$ cat config.mk
export PLATFORM = sky130hd
export DESIGN_NAME = spi_cmd_master_flat
export DESIGN_NICKNAME = d
export VERILOG_FILES = /design/src/rtl/spi_cmd_pkg.sv /design/src/rtl/spi_cmd_master_if.sv /design/src/rtl/spi_clk_divider.sv /design/src/rtl/spi_cmd_master.sv /design/src/flat_wrapper.sv
export SDC_FILE = /design/constraint.sdc
export NUM_CORES = 1
export LEC_CHECK = 0
export BUFFER_PORTS_ARGS = -buffer_cell sky130_fd_sc_hd__buf_4
export CAP_MARGIN = 20
export CORE_AREA = 8 8 170 172
export DETAILED_ROUTE_END_ITERATION = 10
export DIE_AREA = 0 0 178 180
export SLEW_MARGIN = 20
export SYNTH_ARGS = -nofsm -noshare
export SYNTH_HDL_FRONTEND = slang
export SYNTH_SLANG_ARGS = --single-unit
$ cat constraint.sdc
create_clock -name clk -period 7.7 [get_ports clk]
set_input_delay 1.155 -clock clk [delete_from_list [all_inputs] [get_ports clk]]
set_output_delay 1.155 -clock clk [all_outputs]
set_load 0.05 [all_outputs]
$ cat src/rtl/spi_cmd_pkg.sv
// Shared constants and types for the SPI command link: slave opcodes,
// command-byte field layout, frame limits and the master FSM encoding.
package spi_cmd_pkg;

    localparam int MAX_BYTES = 10;

    localparam logic [7:0] CMD_WR_PITCH     = 8'h10;
    localparam logic [7:0] CMD_WR_YAW       = 8'h11;
    localparam logic [7:0] CMD_WR_BOTH      = 8'h12;
    localparam logic [7:0] CMD_RD_POS_PITCH = 8'h20;
    localparam logic [7:0] CMD_RD_POS_YAW   = 8'h21;
    localparam logic [7:0] CMD_RD_POS_BOTH  = 8'h22;
    localparam logic [7:0] CMD_RD_PWM       = 8'h30;

    // Command byte: enable, direction, then the top nibble of the duty value.
    localparam int CMD_EN_BIT     = 7;
    localparam int CMD_DIR_BIT    = 6;
    localparam int CMD_DUTY_HI    = 5;
    localparam int CMD_DUTY_LO    = 2;

    typedef enum logic [2:0] {
        ST_IDLE,
        ST_SETUP,
        ST_LOW,
        ST_HIGH,
        ST_HOLD,
        ST_GAP,
        ST_DONE
    } state_t;

    function automatic logic [3:0] clamp_nbytes(input logic [3:0] n);
        if (n == 4'd0)
            return 4'd1;
        else if (int'(n) > MAX_BYTES)
            return 4'(MAX_BYTES);
        else
            return n;
    endfunction

endpackage

$ cat src/rtl/spi_cmd_master_if.sv
// Request/response bundle between a frame requester and spi_cmd_master.
interface spi_cmd_master_if;
    import spi_cmd_pkg::*;

    logic                         start;
    logic [7:0]                   opcode;
    logic [3:0]                   nbytes;
    logic [8*(MAX_BYTES-1)-1:0]   tx_payload;
    logic [8*MAX_BYTES-1:0]       rx_data;
    logic                         busy;
    logic                         done;

    modport master (
        output start, opcode, nbytes, tx_payload,
        input  rx_data, busy, done
    );

    modport slave (
        input  start, opcode, nbytes, tx_payload,
        output rx_data, busy, done
    );

endinterface

$ cat src/rtl/spi_clk_divider.sv
// Half-period counter for SCLK; strobes rise/fall on the last cycle of each
// low/high half while enabled, and parks at the start of a low half otherwise.
module spi_clk_divider #(
    parameter int HALF = 12
) (
    input  logic clk,
    input  logic reset,
    input  logic en,
    output logic rise,
    output logic fall
);
    localparam int CNT_W = $clog2(HALF);

    logic [CNT_W-1:0] cnt;
    logic             phase_high;
    logic             tc;

    assign tc   = en && (cnt == '0);
    assign rise = tc && !phase_high;
    assign fall = tc && phase_high;

    always_ff @(posedge clk) begin
        if (reset || !en) begin
            cnt        <= CNT_W'(HALF - 1);
            phase_high <= 1'b0;
        end else if (cnt == '0) begin
            cnt        <= CNT_W'(HALF - 1);
            phase_high <= !phase_high;
        end else begin
            cnt <= cnt - 1'b1;
        end
    end

endmodule

$ cat src/rtl/spi_cmd_master.sv
// SPI mode-0 initiator: sends opcode + payload in one CS frame and captures
// the full-duplex response bytes.
//
// state    | meaning
// IDLE     | waiting for start, CS high
// SETUP    | CS low, first bit on PICO, before first SCLK rise
// LOW      | SCLK low half-period
// HIGH     | SCLK high half-period
// HOLD     | CS still low after last SCLK fall
// GAP      | CS high, end-of-message guard for the slave
// DONE     | one-cycle done pulse
module spi_cmd_master
    import spi_cmd_pkg::*;
#(
    parameter int CLK_FREQ  = 25_000_000,
    parameter int SCLK_FREQ = 1_000_000,
    parameter int CS_SETUP  = 8,
    parameter int CS_HOLD   = 8,
    parameter int CS_GAP    = 16
) (
    input  logic            clk,
    input  logic            reset,
    spi_cmd_master_if.slave cmd,
    output logic            SPI_CLK,
    output logic            SPI_PICO,
    output logic            SPI_CS,
    input  logic            SPI_POCI
);
    localparam int HALF  = CLK_FREQ / (2 * SCLK_FREQ);
    localparam int TMR_W = 16;

    if (HALF < 8) begin : g_half_check
        $error("spi_cmd_master: HALF=%0d too small for POCI sampling margin", HALF);
    end

    state_t                     state, state_nxt;
    logic [TMR_W-1:0]           tmr;
    logic [2:0]                 bit_cnt;
    logic [3:0]                 byte_cnt;
    logic [3:0]                 n_lat;
    logic [7:0]                 tx_sr;
    logic [7:0]                 rx_sr;
    logic [8*(MAX_BYTES-1)-1:0] tx_buf;
    logic [8*MAX_BYTES-1:0]     rx_q;
    logic                       poci_meta, poci_sync;
    logic                       sclk_en, rise, fall;
    logic                       tmr_tc, last_bit;
    logic                       busy_q, done_q;

    assign sclk_en  = (state == ST_LOW) || (state == ST_HIGH);
    assign tmr_tc   = (tmr == '0);
    assign last_bit = (bit_cnt == 3'd7) && (byte_cnt == n_lat - 4'd1);

    spi_clk_divider #(.HALF(HALF)) u_div (
        .clk   (clk),
        .reset (reset),
        .en    (sclk_en),
        .rise  (rise),
        .fall  (fall)
    );

    always_ff @(posedge clk) begin
        if (reset)
            state <= ST_IDLE;
        else
            state <= state_nxt;
    end

    always_comb begin
        state_nxt = state;
        case (state)
            ST_IDLE:  if (cmd.start) state_nxt = ST_SETUP;
            ST_SETUP: if (tmr_tc)    state_nxt = ST_LOW;
            ST_LOW:   if (rise)      state_nxt = ST_HIGH;
            ST_HIGH:  if (fall)      state_nxt = last_bit ? ST_HOLD : ST_LOW;
            ST_HOLD:  if (tmr_tc)    state_nxt = ST_GAP;
            ST_GAP:   if (tmr_tc)    state_nxt = ST_DONE;
            ST_DONE:                 state_nxt = ST_IDLE;
            default:                 state_nxt = ST_IDLE;
        endcase
    end

    // Pin and status flops follow the next state so they change on the same
    // edge as the FSM without any decode glitches on the board.
    always_ff @(posedge clk) begin
        if (reset) begin
            poci_meta <= 1'b0;
            poci_sync <= 1'b0;
            tmr       <= '0;
            bit_cnt   <= '0;
            byte_cnt  <= '0;
            n_lat     <= 4'd1;
            tx_sr     <= '0;
            rx_sr     <= '0;
            tx_buf    <= '0;
            rx_q      <= '0;
            SPI_CS    <= 1'b1;
            SPI_CLK   <= 1'b0;
            busy_q    <= 1'b0;
            done_q    <= 1'b0;
        end else begin
            poci_meta <= SPI_POCI;
            poci_sync <= poci_meta;
            SPI_CS    <= !(state_nxt inside {ST_SETUP, ST_LOW, ST_HIGH, ST_HOLD});
            SPI_CLK   <= (state_nxt == ST_HIGH);
            busy_q    <= (state_nxt != ST_IDLE);
            done_q    <= (state_nxt == ST_DONE);

            if (state_nxt != state) begin
                case (state_nxt)
                    ST_SETUP: tmr <= TMR_W'(CS_SETUP - 1);
                    ST_HOLD:  tmr <= TMR_W'(CS_HOLD - 1);
                    ST_GAP:   tmr <= TMR_W'(CS_GAP - 1);
                    default:  tmr <= '0;
                endcase
            end else if (!tmr_tc) begin
                tmr <= tmr - 1'b1;
            end

            if (state == ST_IDLE && cmd.start) begin
                n_lat    <= clamp_nbytes(cmd.nbytes);
                tx_buf   <= cmd.tx_payload;
                tx_sr    <= cmd.opcode;
                rx_q     <= '0;
                bit_cnt  <= '0;
                byte_cnt <= '0;
            end

            if (rise)
                rx_sr <= {rx_sr[6:0], poci_sync};

            if (fall) begin
                bit_cnt <= bit_cnt + 1'b1;
                if (bit_cnt == 3'd7)
                    rx_q[8*byte_cnt +: 8] <= rx_sr;
                if (last_bit) begin
                    tx_sr <= '0;
                end else if (bit_cnt == 3'd7) begin
                    byte_cnt <= byte_cnt + 1'b1;
                    tx_sr    <= tx_buf[8*byte_cnt +: 8];
                end else begin
                    tx_sr <= {tx_sr[6:0], 1'b0};
                end
            end
        end
    end

    assign SPI_PICO    = tx_sr[7];
    assign cmd.rx_data = rx_q;
    assign cmd.busy    = busy_q;
    assign cmd.done    = done_q;

endmodule

$ cat src/flat_wrapper.sv
// flat-port wrapper written by rule: the top's interface ports become plain ports
module spi_cmd_master_flat import spi_cmd_pkg::*;
#(
    parameter int CLK_FREQ  = 25_000_000,
    parameter int SCLK_FREQ = 1_000_000,
    parameter int CS_SETUP  = 8,
    parameter int CS_HOLD   = 8,
    parameter int CS_GAP    = 16
)
  (clk, reset, SPI_CLK, SPI_PICO, SPI_CS, SPI_POCI, cmd_start, cmd_opcode, cmd_nbytes, cmd_tx_payload, cmd_rx_data, cmd_busy, cmd_done);
  spi_cmd_master_if cmd_i ();
  input  logic clk;
  input  logic reset;
  output logic SPI_CLK;
  output logic SPI_PICO;
  output logic SPI_CS;
  input  logic SPI_POCI;
  input wire logic [$bits(cmd_i.start)-1:0] cmd_start;
  input wire logic [$bits(cmd_i.opcode)-1:0] cmd_opcode;
  input wire logic [$bits(cmd_i.nbytes)-1:0] cmd_nbytes;
  input wire logic [$bits(cmd_i.tx_payload)-1:0] cmd_tx_payload;
  output wire logic [$bits(cmd_i.rx_data)-1:0] cmd_rx_data;
  output wire logic [$bits(cmd_i.busy)-1:0] cmd_busy;
  output wire logic [$bits(cmd_i.done)-1:0] cmd_done;
  assign cmd_i.start = cmd_start;
  assign cmd_i.opcode = cmd_opcode;
  assign cmd_i.nbytes = cmd_nbytes;
  assign cmd_i.tx_payload = cmd_tx_payload;
  assign cmd_rx_data = cmd_i.rx_data;
  assign cmd_busy = cmd_i.busy;
  assign cmd_done = cmd_i.done;
  spi_cmd_master #(.CLK_FREQ(CLK_FREQ), .SCLK_FREQ(SCLK_FREQ), .CS_SETUP(CS_SETUP), .CS_HOLD(CS_HOLD), .CS_GAP(CS_GAP)) u_core (.clk(clk), .reset(reset), .cmd(cmd_i), .SPI_CLK(SPI_CLK), .SPI_PICO(SPI_PICO), .SPI_CS(SPI_CS), .SPI_POCI(SPI_POCI));
endmodule
==> results of run 1 <==
## where the power goes
part | internal [W] | switching (W) | total (W)
registers | 0.00121 | 0.0000868 | 0.00130
logic | 0.000318 | 0.000482 | 0.000800
clock network | 0.000726 | 0.000426 | 0.00115
total | 0.00226 | 0.000995 | 0.00325
## per-stage QoR
stage / hold slack (ps) / total power [W] / setup WS, ps / std cells / area (um2)
final: 402 / 0.00325 / 3850 / 1551 / 11300
after global routing: 417 / 0.00345 / 3560 / 1551 / 11300
after CTS: 407 / 0.00329 / 3910 / 1551 / 11300
after detailed placement: 394 / 0.00213 / 3890 / 1512 / 10500
after global placement: 381 / 0.00212 / 3890 / 1512 / 10500
after floorplan: 371 / 0.00195 / 5110 / 1087 / 9070
## path summary, 6_finish.rpt
path	slack [ps]	to	startpoint	depth (start not counted)
setup / recovery	3850	u_core.cmd.rx_data[63]	u_core.byte_cnt[0]	9
hold / removal	400	u_core.u_div.cnt[0]	u_core.u_div.cnt[0]	1
setup reg to reg	3850	u_core.cmd.rx_data[63]	u_core.byte_cnt[0]	9
hold reg to reg	400	u_core.u_div.cnt[0]	u_core.u_div.cnt[0]	1
## logic make-up after synthesis
group	after synthesis	synth area share
flip-flops	209	0.461
multiplexers	36	0.0621
buffers and inverters	111	0.0490
AO/OA/AOI/OAI	244	0.159
XOR/XNOR	21	0.0219
adder cells (fa/ha/maj)	10	0.0135
AND/OR/NAND/NOR	456	0.233
## layout by cell type, fill, tap and decap left out, types with 13 or more instances in the layout
cell	netlist	routed
a21oi_1	156	155
mux2i_1	18	18
o211ai_1	26	26
xnor2_1	16	16
nand4_1	26	26
nor2_1	83	83
buf_4	1	178
a31oi_1	16	16
mux4_2	16	16
clkbuf_16	0	23
nand3_1	65	65
inv_1	16	16
or3_1	20	20
nand2_1	200	200
nor3_1	14	13
dfxtp_1	209	208
## registers in the layout, indices dropped and copies added, names as in the netlist, 4 cells and up
name and flops:
u_core.byte_cnt 4, u_core.tmr 16, u_core.cmd.rx_data 80, u_core.u_div.cnt 4, u_core.n_lat 4, u_core.rx_sr 8
u_core.tx_sr 8, u_core.tx_buf 72
## worst max-delay path, stage by stage (launching register included)
cell	delay, ps
dfxtp_2	330
buf_4	520
inv_1	170
ha_1	310
nor3b_1	210
nor3_1	450
nand3_1	430
or3_1	660
or4_1	530
a21oi_1	140
## per-layer routing
layer  GRT usage  vias to the layer above  part of all wire
met1       0.209                     3707              0.46
li1            -                     4028                 -
met5           0                        -                 0
met4      0.0407                        0             0.020
met2       0.257                      192              0.47
met3      0.0306                       37             0.055
## final cells by class
cell class              count  area share
clock buffers              31      0.0582
clock inverters             8      0.0124
inverters                  16     0.00533
multi-input cells         767       0.396
flip-flops and latches    209       0.371
well taps                 341      0.0378
repair buffers            179       0.120
==> flow_summary_export.csv, run 1 <==
group,metric,value,unit
clocking,post-cts-setup-buffer-count,0,
logic_synthesis,async_reset_ff_frac,0,
logic_synthesis,synth_edf_count,0,
floorplanning,num_rows,60,
clocking,cts_root_buf,"clkbuf_16",
clocking,clockBufferDepth,3,
run,cap_viol_max_count,0,
logic_synthesis,yosysSeqAreaShare,0.461,
layout,regArea,0.00419,mm2
route,num_vias,7964,
floorplanning,num_io_pins,173,
global_routing,grt_pass1_wl,41900,um
logic_synthesis,synth_top_area_frac,0.461,
sta,worst_pin_slew,936,ps
layout,utilization,0.428,
logic_synthesis,synth_top_area_cell,"dfxtp_1",
logic_synthesis,syn-cell-area,0.00907,mm2
route,drtAntennaViolNets,0,
clocking,cts.repair.resized,0,
route,drt_iter0_drc,562,
clocking,cts_max_level,1,
floorplanning,chipWidth,178,um
layout,fillCellCount,2642,
setup_path,worstSetupPathType,"reg2reg",
route,drt_pass1_iterations,5,
logic_synthesis,synth_cells,1087,
clocking,clock_latency,500,ps
global_routing,antenna_found_initial,0,
logic_synthesis,synth_area_leaders,"dfxtp_1, a21oi_1, nand2_1, mux4_2, nand3_1",
sta,fin_worst_skew,8.86,ps
setup_path,critPathRequiredTime,8120,ps
sta,report.final.slew_viol_count,0,
clocking,cts_buffers,23,
min_path,hp-class,"reg2reg",
floorplanning,core,0.0264,mm2
floorplanning,start_util,0.344,
sta,period_minus_slack,3850,ps
route,via_per_inst,5.13,
layout,syn_to_final_growth,24.4,%
floorplanning,die_h,180,um
setup_path,crit_fanout,46,
sta,fin_crit_sh,0.500,
setup_path,cp-end-kind,"flip-flop",
route,wire_per_inst,16.8,um
global_routing,grt_max_degree,104,
route,finalWirelength,26000,um
clocking,cts.clk_slew.worst_paths,60,ps
sta,setup-violations-final,0,
placement,hpwl,18000,um
layout,finalNetCount,1293,
sta,relSlewSlack,0.376,
global_routing,grt_pass1_vias,7879,
layout,diodes,0,
global_routing,grt.total_usage,0.158,
route,drc_errors,0,
sta,clock.fmax,260,MHz
logic_synthesis,synth-main-ff-cell,"dfxtp_1",
pwr,ir_drop,0.119,mV
sta,hold_viol,0,
logic_synthesis,yosys_warnings,0,
logic_synthesis,avgSynthCellArea,8.34,um2
logic_synthesis,ys_types,58,
layout,multi_input_area,0.00446,mm2
clocking,postCtsHoldBufs,0,
clocking,cts_tree,"done",
global_routing,gr-total-overflow,0,
logic_synthesis,ys_seq_elements,209,
logic_synthesis,synth_nets,1184,
setup_path,critPathArrivalTime,4270,ps
logic_synthesis,synth_common_cells,"dfxtp_1, nand2_1, a21oi_1",
setup_path,cp-start-kind,"flip-flop",
run_status,status,"completed",
placement,io_buffers,172,
pwr,p_per_area,288,mW/mm2
layout,layout-drive-gt1-share,0.203,
sta,rsz0062_at_grt,"no",
clocking,clkSinkCount,209,
logic_synthesis,synth_most_common_cell,"dfxtp_1",
sta,fin_tns_setup,0,ps
pwr,leakage,4.25,nW
floorplanning,die_area,0.0320,mm2
placement,gp_congestion,0.762,
Note: power is estimated with default switching activity, not from simulation.
==> run 2, diff against run 1 <==
Clock period 7.7 ns to 3.8 ns, I/O delays scaled along.
==> run 2 against run 1 <==
  * Sequential power up 100%
  * Die area unchanged
  * Global-route usage rose by 0.15 points
  * Critical path type unchanged
==> flow_summary_export.csv, run 2 (synthesis results as in run 1) <==
group,metric,value,unit
placement,dpl-instance-area,0.0105,mm2
floorplanning,start_util,0.344,
clocking,clockBufferDepth,3,
floorplanning,die_area,0.0320,mm2
layout,largest_reg_flops,80,
setup_path,critPathArrivalTime,3640,ps
layout,finalNetCount,1300,
sta,report.final.slew_viol_count,0,
placement,hpwl,17800,um
layout,layout-drive-gt1-share,0.208,
clocking,cts_tree,"done",
sta,setup-violations-final,0,
global_routing,grt.total_usage,0.159,
run_status,status,"completed",
global_routing,grt_pass1_wl,42600,um
route,finalWirelength,26500,um
route,drt_iter0_drc,549,
sta,rsz0062_at_grt,"no",
sta,fin_worst_skew,12.7,ps
clocking,cts.clk_slew.worst_paths,60,ps
layout,syn_to_final_growth,25.6,%
placement,dp.cells,1518,
layout,final_common_cell,"dfxtp_1",
pwr,netSwitchingFraction,0.309,
clocking,cts_buffers,24,
global_routing,grt_pass1_vias,7948,
run,cap_viol_max_count,0,
min_path,hp-class,"in2reg",
sta,worst_pin_slew,946,ps
floorplanning,core,0.0264,mm2
route,via_per_inst,5.21,
route,drt_pass1_iterations,5,
clocking,postCtsHoldBufs,0,
placement,place_ws,665,ps
setup_path,crit_fanout,16,
pwr,comb_power_share,0.245,
pwr,pwr-share-clk,0.362,
placement,io_buffers,172,
pwr,internal_power,0.00462,W
sta,relSlewSlack,0.370,
clocking,cts_root_buf,"clkbuf_16",
clocking,cts.repair.resized,0,
pwr,p_per_area,587,mW/mm2
layout,final_cell_mix,"dfxtp_1, nand2_1, buf_4, a21oi_1, nor2_1",
global_routing,gr-total-overflow,0,
sta,fin_crit_sh,0.844,
global_routing,antenna_found_initial,0,
floorplanning,die_h,180,um
setup_path,cp-start-kind,"flip-flop",
floorplanning,chipWidth,178,um
clocking,clock_latency,510,ps
pwr,leakage,4.31,nW
layout,regArea,0.00419,mm2
pwr,seq_power_share,0.394,
layout,multi_input_area,0.00445,mm2
sta,clock.fmax,312,MHz
clocking,cts_max_level,1,
sta,setup_slack,592,ps
sta,fin_tns_setup,0,ps
pwr,p_sw,0.00206,W
route,drtAntennaViolNets,0,
layout,layoutNonFillerInstCount,1560,
sta,period_minus_slack,3210,ps
clocking,clkSinkCount,209,
global_routing,grt_max_degree,102,
floorplanning,num_rows,60,
floorplanning,num_io_pins,173,
sta,hold_viol,0,
setup_path,worstSetupPathType,"reg2reg",
route,wire_per_inst,17.0,um
route,num_vias,8127,
setup_path,cp-end-kind,"flip-flop",
placement,gp_congestion,0.776,
layout,diodes,0,
pwr,p_total,0.00668,W
pwr,ir_drop,0.284,mV
route,drc_errors,0,
layout,fillCellCount,2588,
layout,fin_area,0.0114,mm2
clocking,post-cts-setup-buffer-count,0,
setup_path,critPathRequiredTime,4230,ps
## run 2: area by class of cell
cell class	instances	area share
clock inverter	5	0.00714
timing repair buffer	185	0.125
tap	341	0.0375
inverter	16	0.00527
multi-input combinational	767	0.391
clock buffer	37	0.0668
sequential	209	0.368
## run 2: per-stage QoR
step,hold slack (ps),util
4_1_cts,286,0.432
3_3_place_gp,383,0.400
2_1_floorplan,371,-
3_5_place_dp,386,0.400
5_1_grt,287,0.432
6_report,300,0.432
## run 2: power by group through the flow
| stage | Combinational, W | Sequential (W) | Clock [W] |
|---|---|---|---|
| final | 0.00164 | 0.00263 | 0.00242 |
| after global routing | 0.00184 | 0.00267 | 0.00258 |
| after CTS | 0.00165 | 0.00263 | 0.00248 |
| after detailed placement | 0.00165 | 0.00267 | 0 |
| after global placement | 0.00163 | 0.00267 | 0 |
| after floorplan | 0.00127 | 0.00267 | 0 |
## run 2: critical path, cell delays in order, from the launching register on
cell and delay, ps:
dfxtp_1 550, inv_1 120, ha_1 270, nor3b_1 210
nor3_1 430, nand3_1 140, buf_4 200, or3_1 530
or4_1 530, a21oi_1 140
## run 2: worst paths after layout
kind | from | to | slack (ps) | depth (start not counted)
worst max-delay path | u_core.byte_cnt[1] | u_core.cmd.rx_data[63] | 590 | 9
worst min-delay path | SPI_POCI | u_core.poci_meta | 300 | 2
worst max register to register | u_core.byte_cnt[1] | u_core.cmd.rx_data[63] | 590 | 9
worst min register to register | u_core.u_div.cnt[0] | u_core.u_div.cnt[0] | 390 | 1
## run 2: layer usage
layer	vias up	track usage	routed length, um
met4	0	0.0347	421
met2	183	0.258	12300
met3	32	0.0319	1490
li1	4060	-	-
met1	3852	0.214	12300
met5	-	0	0
==> run 3, diff against run 2 <==
Clock period 3.8 ns to 2.9 ns, I/O delays scaled along.
==> run 3 against run 2 <==
  * Setup slack worse by 330 ps
  * Clock power is 29% higher
  * Utilization is 0.35 points higher
  * First-iteration DRC count is 0.91% higher
  * Cell count is 0.96% higher
  * Register-to-register slack worse by 330 ps
  * Critical path type unchanged
  * Largest cell class unchanged
==> flow_summary_export.csv, run 3 (synthesis results as in run 1) <==
group,metric,value,unit
setup_path,critPathRequiredTime,3270,ps
layout,final_cell_mix,"dfxtp_1, nand2_1, buf_4, a21oi_1, nor2_1",
run,cap_viol_max_count,0,
floorplanning,die_h,180,um
layout,finalNetCount,1315,
sta,fin_crit_sh,0.911,
min_path,holdPathEnd,"u_core.tx_buf[18]",
layout,layoutNonFillerInstCount,1575,
min_path,hold_depth,3,
pwr,p_per_area,764,mW/mm2
placement,gp_congestion,0.761,
layout,fin_area,0.0115,mm2
global_routing,grt.total_usage,0.162,
placement,hpwl,18100,um
clocking,cts_buffers,25,
route,num_vias,8146,
pwr,p_total,0.00877,W
route,via_per_inst,5.17,
setup_path,cp-end-kind,"flip-flop",
layout,syn_to_final_growth,26.6,%
floorplanning,start_util,0.344,
pwr,leakage,4.37,nW
run_status,status,"completed",
clocking,cts_max_level,1,
route,drt_pass1_iterations,5,
global_routing,gr-total-overflow,0,
clocking,cts_tree,"done",
floorplanning,chipWidth,178,um
setup_path,r2r_end,"u_core.SPI_CS",
global_routing,grt_pass1_wl,43200,um
global_routing,grt_pass1_vias,8089,
clocking,clockBufferDepth,3,
clocking,postCtsHoldBufs,0,
placement,place_ws,267,ps
layout,layout-drive-gt1-share,0.216,
floorplanning,core,0.0264,mm2
floorplanning,num_rows,60,
clocking,post-cts-setup-buffer-count,0,
pwr,ir_drop,0.418,mV
sta,worst_pin_slew,711,ps
route,drt_iter0_drc,554,
sta,rsz0062_at_grt,"no",
setup_path,critPathArrivalTime,3010,ps
sta,setup_slack,258,ps
floorplanning,num_io_pins,173,
clocking,cts.clk_slew.worst_paths,60,ps
route,finalWirelength,26700,um
setup_path,r2r_setup_slack,260,ps
placement,dpl-instance-area,0.0107,mm2
layout,fillCellCount,2657,
route,drc_errors,0,
min_path,min_from,"cmd_tx_payload[18]",
sta,clock.fmax,378,MHz
clocking,clock_latency,510,ps
sta,relSlewSlack,0.526,
sta,fin_tns_setup,0,ps
clocking,clkSinkCount,209,
sta,period_minus_slack,2640,ps
global_routing,antenna_found_initial,0,
route,drtAntennaViolNets,0,
setup_path,worstSetupPathType,"reg2reg",
global_routing,grt_max_degree,125,
sta,hold_viol,0,
layout,diodes,0,
setup_path,r2r_start,"u_core.tmr[0]",
setup_path,crit_fanout,6,
sta,setup-violations-final,0,
floorplanning,die_area,0.0320,mm2
setup_path,r2r_cells,8,
clocking,cts_root_buf,"clkbuf_16",
route,wire_per_inst,17.0,um
layout,final_common_cell,"dfxtp_1",
sta,report.final.slew_viol_count,0,
layout,largest_reg_flops,80,
min_path,hp-class,"in2reg",
placement,dp.cells,1532,
placement,io_buffers,172,
clocking,cts.repair.resized,0,
sta,fin_worst_skew,13.7,ps
setup_path,cp-start-kind,"flip-flop",
## run 3: cell types whose count changed in the layout (fill, tap and decap cells not counted)
cell,delta
buf_12,+1
buf_4,+13
bufinv_16,+1
clkinv_2,+4
clkinv_4,-1
clkbuf_1,+2
clkbuf_8,-6
inv_6,+1
## run 3: layer usage
layer | part of all wire | global-route usage | up-vias
met2 | 0.48 | 0.269 | 226
met4 | 0.015 | 0.0377 | 0
met3 | 0.059 | 0.0314 | 23
li1 | - | - | 4075
met1 | 0.44 | 0.212 | 3822
met5 | 0 | 0 | -
## run 3: how the worst max path moves through the flow
| stage | from | endpoint | slack, ps | depth (start not counted) |
|---|---|---|---|---|
| 3_3_place_gp | u_core.tmr[0] | u_core.SPI_CS | 320 | 8 |
| 5_1_grt | u_core.tmr[0] | u_core.tmr[2] | 60 | 8 |
| 3_5_place_dp | u_core.tmr[0] | u_core.SPI_CS | 270 | 8 |
| 4_1_cts | u_core.tmr[0] | u_core.SPI_CS | 260 | 8 |
| 6_report | u_core.tmr[0] | u_core.SPI_CS | 260 | 8 |
| 2_1_floorplan | u_core.byte_cnt[0] | u_core.cmd.rx_data[61] | 310 | 10 |
## run 3: critical path, stage by stage (launching register included)
cell and delay, ps:
dfxtp_1 320, inv_1 90, ha_1 190, or3b_1 400, or4b_4 580, or2_0 340
o211a_4 320, a211oi_1 200, a31oi_1 60
## run 3: through the flow
step / util / hold WS (ps)
after floorplan: - / 371
after global routing: 0.436 / 155
final: 0.436 / 167
after CTS: 0.436 / 142
after global placement: 0.405 / 383
after detailed placement: 0.405 / 391
## run 3: where the power goes
part	switching, W	total [W]	internal (W)
registers	0.000220	0.00344	0.00322
logic	0.00131	0.00222	0.000906
clock network	0.00119	0.00311	0.00192
## run 3: area by class of cell
| cell class | instances | area [um2] | share of cell area |
|---|---|---|---|
| Timing Repair Buffer | 199 | 1540 | 0.134 |
| Clock inverter | 10 | 131 | 0.0114 |
| Sequential cell | 209 | 4190 | 0.365 |
| Inverter | 16 | 60.1 | 0.00523 |
| Tap cell | 341 | 427 | 0.0372 |
| Clock buffer | 33 | 686 | 0.0597 |
| Multi-Input combinational cell | 767 | 4450 | 0.388 |
